**src/rtl/operand_store.sv**
```systemverilog
// Write-back stage: retires an execution result to the register file or to data memory.
// It applies byte/word lane rules and performs the SP pre-decrement for PUSH/CALL.
module operand_store #(
    parameter int WAIT_MAX = 15
) (
    input  logic        clk,
    input  logic        rst,
    input  logic        start,
    input  logic [15:0] Result,
    input  logic [15:0] DstAddr,
    input  logic [3:0]  DstReg,
    input  logic        DstMem,
    input  logic        BW,
    input  logic        Push,
    input  logic [15:0] SP,
    input  logic        MemRdy,
    output logic        busy,
    output logic        done,
    output logic        err,
    output logic        Unaligned,
    output logic        RegWrEn,
    output logic [3:0]  RegWrIdx,
    output logic [15:0] RegWrData,
    output logic [15:0] MAB,
    output logic [15:0] MDBout,
    output logic        MW,
    output logic [1:0]  MBE,
    output logic [2:0]  stateDbg
);

    // Handshake: start is a one-cycle request honoured only in IDLE; busy stays high
    // from the edge after start through DONE; done pulses once with err/Unaligned valid.
    typedef enum logic [2:0] {
        IDLE = 3'd0,
        WSP  = 3'd1,
        WREG = 3'd2,
        WMEM = 3'd3,
        DONE = 3'd4
    } state_t;

    localparam logic [3:0] WAIT_LIM = 4'(WAIT_MAX);

    state_t      state;
    logic [15:0] resQ;
    logic [15:0] addrQ;
    logic        bwQ;
    logic        unalQ;
    logic [3:0]  waitCnt;

    logic [15:0] srcAddr;
    logic [15:0] srcRes;
    logic        srcBW;
    logic [15:0] mabNext;
    logic [15:0] mdbNext;
    logic [1:0]  mbeNext;
    logic        unalNext;
    logic [15:0] spDec;

    assign stateDbg = state;
    assign spDec    = SP - 16'd2;

    // Memory lanes are derived from live inputs on a direct entry from IDLE, and from
    // the captured (already SP-decremented) values when arriving from WSP.
    always_comb begin
        if (state == IDLE) begin
            srcAddr = DstAddr;
            srcRes  = Result;
            srcBW   = BW;
        end else begin
            srcAddr = addrQ;
            srcRes  = resQ;
            srcBW   = bwQ;
        end
        mabNext  = srcBW ? srcAddr : {srcAddr[15:1], 1'b0};
        mdbNext  = srcBW ? {srcRes[7:0], srcRes[7:0]} : srcRes;
        mbeNext  = srcBW ? (srcAddr[0] ? 2'b10 : 2'b01) : 2'b11;
        unalNext = ~srcBW & srcAddr[0];
    end

    always_ff @(posedge clk) begin
        if (!rst) begin
            state     <= IDLE;
            resQ      <= 16'h0000;
            addrQ     <= 16'h0000;
            bwQ       <= 1'b0;
            unalQ     <= 1'b0;
            waitCnt   <= 4'd0;
            busy      <= 1'b0;
            done      <= 1'b0;
            err       <= 1'b0;
            Unaligned <= 1'b0;
            RegWrEn   <= 1'b0;
            RegWrIdx  <= 4'd0;
            RegWrData <= 16'h0000;
            MAB       <= 16'h0000;
            MDBout    <= 16'h0000;
            MW        <= 1'b0;
            MBE       <= 2'b00;
        end else begin
            RegWrEn   <= 1'b0;
            MW        <= 1'b0;
            MBE       <= 2'b00;
            done      <= 1'b0;
            err       <= 1'b0;
            Unaligned <= 1'b0;
            case (state)
                IDLE: begin
                    if (start) begin
                        busy  <= 1'b1;
                        resQ  <= Result;
                        addrQ <= DstAddr;
                        bwQ   <= BW;
                        if (Push) begin
                            state     <= WSP;
                            addrQ     <= spDec;
                            RegWrEn   <= 1'b1;
                            RegWrIdx  <= 4'd1;
                            RegWrData <= spDec;
                        end else if (DstMem) begin
                            state   <= WMEM;
                            waitCnt <= 4'd0;
                            MW      <= 1'b1;
                            MAB     <= mabNext;
                            MDBout  <= mdbNext;
                            MBE     <= mbeNext;
                            unalQ   <= unalNext;
                        end else begin
                            state     <= WREG;
                            RegWrEn   <= 1'b1;
                            RegWrIdx  <= DstReg;
                            RegWrData <= BW ? {8'h00, Result[7:0]} : Result;
                        end
                    end
                end
                WSP: begin
                    state   <= WMEM;
                    waitCnt <= 4'd0;
                    MW      <= 1'b1;
                    MAB     <= mabNext;
                    MDBout  <= mdbNext;
                    MBE     <= mbeNext;
                    unalQ   <= unalNext;
                end
                WREG: begin
                    state <= DONE;
                    done  <= 1'b1;
                end
                WMEM: begin
                    if (MemRdy) begin
                        state     <= DONE;
                        done      <= 1'b1;
                        Unaligned <= unalQ;
                    end else if (waitCnt == WAIT_LIM) begin
                        // Memory never answered: abort without retry.
                        state     <= DONE;
                        done      <= 1'b1;
                        err       <= 1'b1;
                        Unaligned <= unalQ;
                    end else begin
                        MW      <= 1'b1;
                        MBE     <= MBE;
                        waitCnt <= waitCnt + 4'd1;
                    end
                end
                DONE: begin
                    state <= IDLE;
                    busy  <= 1'b0;
                end
                default: begin
                    state <= IDLE;
                    busy  <= 1'b0;
                end
            endcase
        end
    end

endmodule

```
**config.mk**
```make
export PLATFORM = sky130hd
export DESIGN_NAME = operand_store
export DESIGN_NICKNAME = d
export VERILOG_FILES = /design/src/rtl/operand_store.sv
export SDC_FILE = /design/constraint.sdc
export NUM_CORES = 1
export LEC_CHECK = 0
export ABC_AREA = 1
export ABC_CLOCK_PERIOD_IN_PS = 3700
export CAP_MARGIN = 20
export CORE_MARGIN = 3
export CORE_UTILIZATION = 46
export CTS_BUF_LIST = sky130_fd_sc_hd__clkbuf_2 sky130_fd_sc_hd__clkbuf_4 sky130_fd_sc_hd__clkbuf_8
export DETAILED_ROUTE_END_ITERATION = 7
export GPL_TIMING_DRIVEN = 0
export HOLD_SLACK_MARGIN = 0.03
export PLACE_DENSITY = 0.73
export SLEW_MARGIN = 20
export SYNTH_ARGS = -nofsm -noshare
export SYNTH_HDL_FRONTEND = slang
export SYNTH_SLANG_ARGS = --single-unit
```
**constraint.sdc**
```tcl
create_clock -name clk -period 3.7 [get_ports clk]
set_input_delay 1.11 -clock clk [delete_from_list [all_inputs] [get_ports clk]]
set_output_delay 1.11 -clock clk [all_outputs]
set_load 0.05 [all_outputs]
```
== After elaboration in Yosys (flattened, before gate mapping) ==
Cells that the tools add are included.

* Add/subtract/negate cells: 2
* Eq/ne operators: 11
* Multiplexer cells: 58
* Bitwise gates (word level): 5
* Reduce and logical (&&, ||, !) cells: 13

{| class="wikitable"
|+ Operator list
! cell !! number
|-
| $mux 16 || 13
|-
| $pmux 16 s2 || 2
|-
| $mux 4 || 7
|-
| $mux 1 || 18
|-
| $mux 2 || 8
|-
| $sub 16x2->16 const B || 1
|-
| $pmux 3 s4 || 1
|-
| $pmux 4 s3 || 1
|-
| $ne 2x2->1 const B || 5
|-
| $mux 3 || 3
|-
| $reduce_and 2->1 || 4
|-
| $eq 3x2->1 const B || 2
|-
| $pmux 1 s2 || 3
|-
| $pmux 2 s3 || 1
|-
| $reduce_and 3->1 || 2
|-
| $reduce_and 6->1 || 1
|-
| $reduce_or 3->1 || 2
|-
| $add 4x1->4 const B || 1
|-
| $eq 4x4->1 const B || 1
|-
| $not 1->1 || 4
|-
| $reduce_and 4->1 || 1
|-
| $eq 3x1->1 const B || 1
|-
| $logic_not 3->1 || 1
|-
| $ne 3x3->1 const B || 1
|-
| other kinds (5) || 5
|}

* Bits in registers: 101
* Input port bits: 59
* Output and inout bits: 63
* Word-level logic and storage cells: 106

== Logic depth before layout (Yosys ltp) ==
* Depth after elaboration: 8
* Depth in mapped cells: 10
* Mapped depth without buffers: 10

== Worst setup path after synthesis ==
No wires, ideal clock.

* Kind: input to register
* Start point: input SP[1]
* End point: register RegWrData[15]
* Library setup time: 70 ps
* Data arrival time: 2005 ps
* Required time: 3630 ps
* Slack: 1625 ps
* Cell stages on the path: 8
* Path buffers: 0
* Path through: inv_1 ha_1 inv_1 nor2_1 nand3_1 nand2_1 nand2_1 a21oi_1

* Word-level cells in the longest chain between the ends: 2

{| class="wikitable"
|+ Ends and longest elaborated chain
! item !! line !! source
|-
| start, declared || 15 || <nowiki>input logic [15:0] SP,</nowiki>
|-
| $sub 16x2->16 || 60 || <nowiki>assign spDec = SP - 16'd2;</nowiki>
|-
| $mux 16 || 113 || <nowiki>if (Push) begin</nowiki>
|-
| end signal, assigned || 118 || <nowiki>RegWrData <= spDec;</nowiki>
|-
| end signal, assigned || 131 || <nowiki>RegWrData <= BW ? {8'h00, Result[7:0]} : Result;</nowiki>
|-
| end, declared || 23 || <nowiki>output logic [15:0] RegWrData,</nowiki>
|}

No other way between the ends.
A chain may end at the register's enable or synchronous reset.

== Worst setup path after layout ==
* Start point: register state[2] (netlist: stateDbg[2])
* End point: output stateDbg[2]

{| class="wikitable"
|+ RTL lines
! item !! line !! source
|-
| start, declared || 43 || <nowiki>state_t state;</nowiki>
|-
| start signal, assigned || 82 || <nowiki>state <= IDLE;</nowiki>
|-
| start signal, assigned || 114 || <nowiki>state <= WSP;</nowiki>
|-
| start signal, assigned || 120 || <nowiki>state <= WMEM;</nowiki>
|-
| end, declared || 28 || <nowiki>output logic [2:0] stateDbg</nowiki>
|}

No word-level cell between the ends.

==> flow_metrics.env <==
export IMPL_status="finished clean"
export IMPL_initial_core_util_pct=48.1
export IMPL_fp_row_count=36
export IMPL_wirelength_um=14700
export IMPL_syn_area_per_cell_um2=6.91
export IMPL_startpoint_type="flop"
export IMPL_drc_errors=0
export IMPL_die_height_um=108
export IMPL_die_area_um2=11600
export IMPL_final_nets=883
export IMPL_die_x_um=108
export IMPL_synth_ff_type="dfxtp_1"
export IMPL_layout_drive_gt1_share_pct=8.22
export IMPL_grt_max_degree=19
export IMPL_cp_required_ps=2590
export IMPL_criticalPathCategory="reg -> out"
export IMPL_dp_cells=944
export IMPL_synth_compound_area_share_pct=21.2
export IMPL_rrSetupSlack_ps=2100
export IMPL_hold_class="reg -> reg"
export IMPL_fin_crit_ps=2770
export IMPL_finalCritPeriodShare_pct=74.9
export IMPL_layout_commonest_cell="nand2_1"
export IMPL_yosys_warnings=0
export IMPL_routed_via_density=5.21
export IMPL_place_area_um2=6150
export IMPL_synth_top_family_by_area="simple AND/OR/NAND/NOR gates"
export IMPL_cp_end_kind="output port"
export IMPL_max_freq_mhz=361
export IMPL_vdd_drop_max_v=0.000293
export IMPL_worstSkewPairLatency_ps=380
export IMPL_antennaDiodeCount=0
export IMPL_cpPeakStageDelay_ps=850
export IMPL_io_pins=122
export IMPL_portBuffers=121
export IMPL_setup_tns_ps=0
export IMPL_stdcell_count=960
export IMPL_netlist_area_um2=4770
export IMPL_vias=5000
export IMPL_first_iter_violations=297
export IMPL_setup_violations=0
export IMPL_syn_inst=690
export IMPL_synthArstFlopShare_pct=0
export IMPL_synth_fa_ha_area_share_pct=0.525
export IMPL_total_power_uw=3470
export IMPL_cts_max_level=3
export IMPL_powerDensity_nw_per_um2=545
export IMPL_gp_congestion=0.887
export IMPL_yosysUniqueCellTypes=37
export IMPL_yosys_register_bits=101
export IMPL_grt_pass1_vias=4664
export IMPL_cts_sinks=101
export IMPL_track_usage_pct=25.6
export IMPL_power_leakage_uw=0.00269
export IMPL_maxSlewViolCount=0
export IMPL_synth_xor_area_share_pct=0.551
export IMPL_finalHoldViolations=0
export IMPL_cts_resized=0
export IMPL_rsz0062_at_grt="false"
export IMPL_cp_slowest_cell="clkdlybuf4s50_1"
export IMPL_cts_root_buf="clkbuf_8"
export IMPL_core_area_um2=9910
export IMPL_grt_overflow=0
export IMPL_arrival_ps=1660
export IMPL_clock_path_buffers=2
export IMPL_worstMarginPinSlew_ps=634
export IMPL_synthSimpleGateAreaFrac_pct=24.6
export IMPL_final_cell_mix="155 x nand2_1, 121 x clkdlybuf4s50_1, 101 x dfxtp_1"
export IMPL_grt_antenna_before_repair=0
export IMPL_synth_fp_nets=751
export IMPL_dp_hpwl_um=11600
export IMPL_crit_fanout=4
export IMPL_wl_per_cell_um=15.4
export IMPL_cts_tree="built"
export IMPL_ys_seq_area_share_pct=42.4
export IMPL_first_pass_iters=4
export IMPL_ctsHoldBuffers=0
export IMPL_finClkSkew_ps=15.5
export IMPL_cp_num_buf_inv=1
export IMPL_area_growth_pct=33.4
export IMPL_post_cts_setup_buffers=0
export IMPL_maxCapViolations=0
export IMPL_cts_buffers=9
export IMPL_antenna_left=0
export IMPL_finalInstanceArea_um2=6360
export IMPL_synth_mux_area_share_pct=0
export IMPL_grt_pass1_wl_um=23300
export IMPL_synth_edf_count=0
export IMPL_timing_critical_path_max_delay_family="buffers and inverters"
export IMPL_clkSlewWorstSetupHoldPaths_ps=100
export IMPL_path_cells="clkdlybuf4s50_1"
export IMPL_slew_headroom_pct=57.7
==> area by class of cell <==
| class | instances | area [um2] |
|---|---|---|
| clock buffers | 10 | 138 |
| inverters | 72 | 273 |
| multi-input cells | 479 | 2240 |
| fillers | 940 | 3550 |
| clock inverters | 6 | 76.3 |
| flip-flops and latches | 101 | 2020 |
| well taps | 133 | 166 |
| repair buffers | 121 | 1210 |
| plain buffers | 38 | 239 |
==> routing by layer <==
| layer | vias up | wire (um) | global-route usage [%] |
|---|---|---|---|
| met3 | 25 | 901 | 3.96 |
| met2 | 186 | 6770 | 41.0 |
| met4 | 0 | 281 | 7.57 |
| met1 | 2298 | 6790 | 35.6 |
| met5 | - | 0 | 0 |
| li1 | 2491 | - | - |
==> path summary, 6_finish.rpt <==
path,from,end,cells past startpoint
worst min register to register,resQ[6],resQ[6],2
worst max register to register,stateDbg[2],MDBout[10],9
worst max-delay path,stateDbg[2],stateDbg[2],1
worst min-delay path,resQ[6],resQ[6],2
==> synth_stat cells, types with 5 or more instances <==
master    count  share of area [%]
a21oi_2       5               0.92
inv_1        63                5.0
buf_2        14                1.5
o21ai_1      36                3.8
clkbuf_1     11               0.87
nand2_1     155                 12
dfxtp_1     101                 42
buf_6         8                1.9
a21oi_1      77                8.1
inv_2         7               0.55
nand3_1      23                2.4
nor3_1        5               0.52
a211oi_1      8                1.3
nor2_1       92                7.2
o21ai_0      51                5.4
==> flip-flops by register name, indices dropped and copies added, names as in the netlist, 3 cells and up <==
| name | flops |
|---|---|
| resQ | 16 |
| RegWrIdx | 4 |
| MDBout | 16 |
| RegWrData | 16 |
| addrQ | 16 |
| MAB | 16 |
| stateDbg | 3 |
| waitCnt | 4 |
==> power by group <==
part           internal (uW)  leakage [uW]  switching (uW)  total [uW]
Clock                    344      0.000109             410         753
Sequential              1240      0.000831            78.7        1320
Combinational            472       0.00175             920        1390
==> worst register-to-register path: stages (launching register included) <==
cell     delay (ps)
dfxtp_1         380
nor2_4          160
nand2_4         110
buf_6           160
buf_6           140
o21ai_1         310
nand2_1         100
nand3_1         100
nand2_1          50
inv_1            40
==> per-stage QoR <==
step,util [%],setup slack [ps],hold WS (ps)
final,64.2,929,462
after detailed placement,62.0,726,449
after CTS,64.2,905,462
after floorplan,-,1620,422
after global placement,62.0,718,438
after global routing,64.2,873,481
==> logic make-up after synthesis <==
group                      Yosys count
and+or+nand+nor                    286
xor gates and xnor gates             3
DFF                                101
adders and majority gates            2
buffers and inverters              110
AOI/OAI and AO/OA                  188
Note: power is estimated with default switching activity, not from simulation.
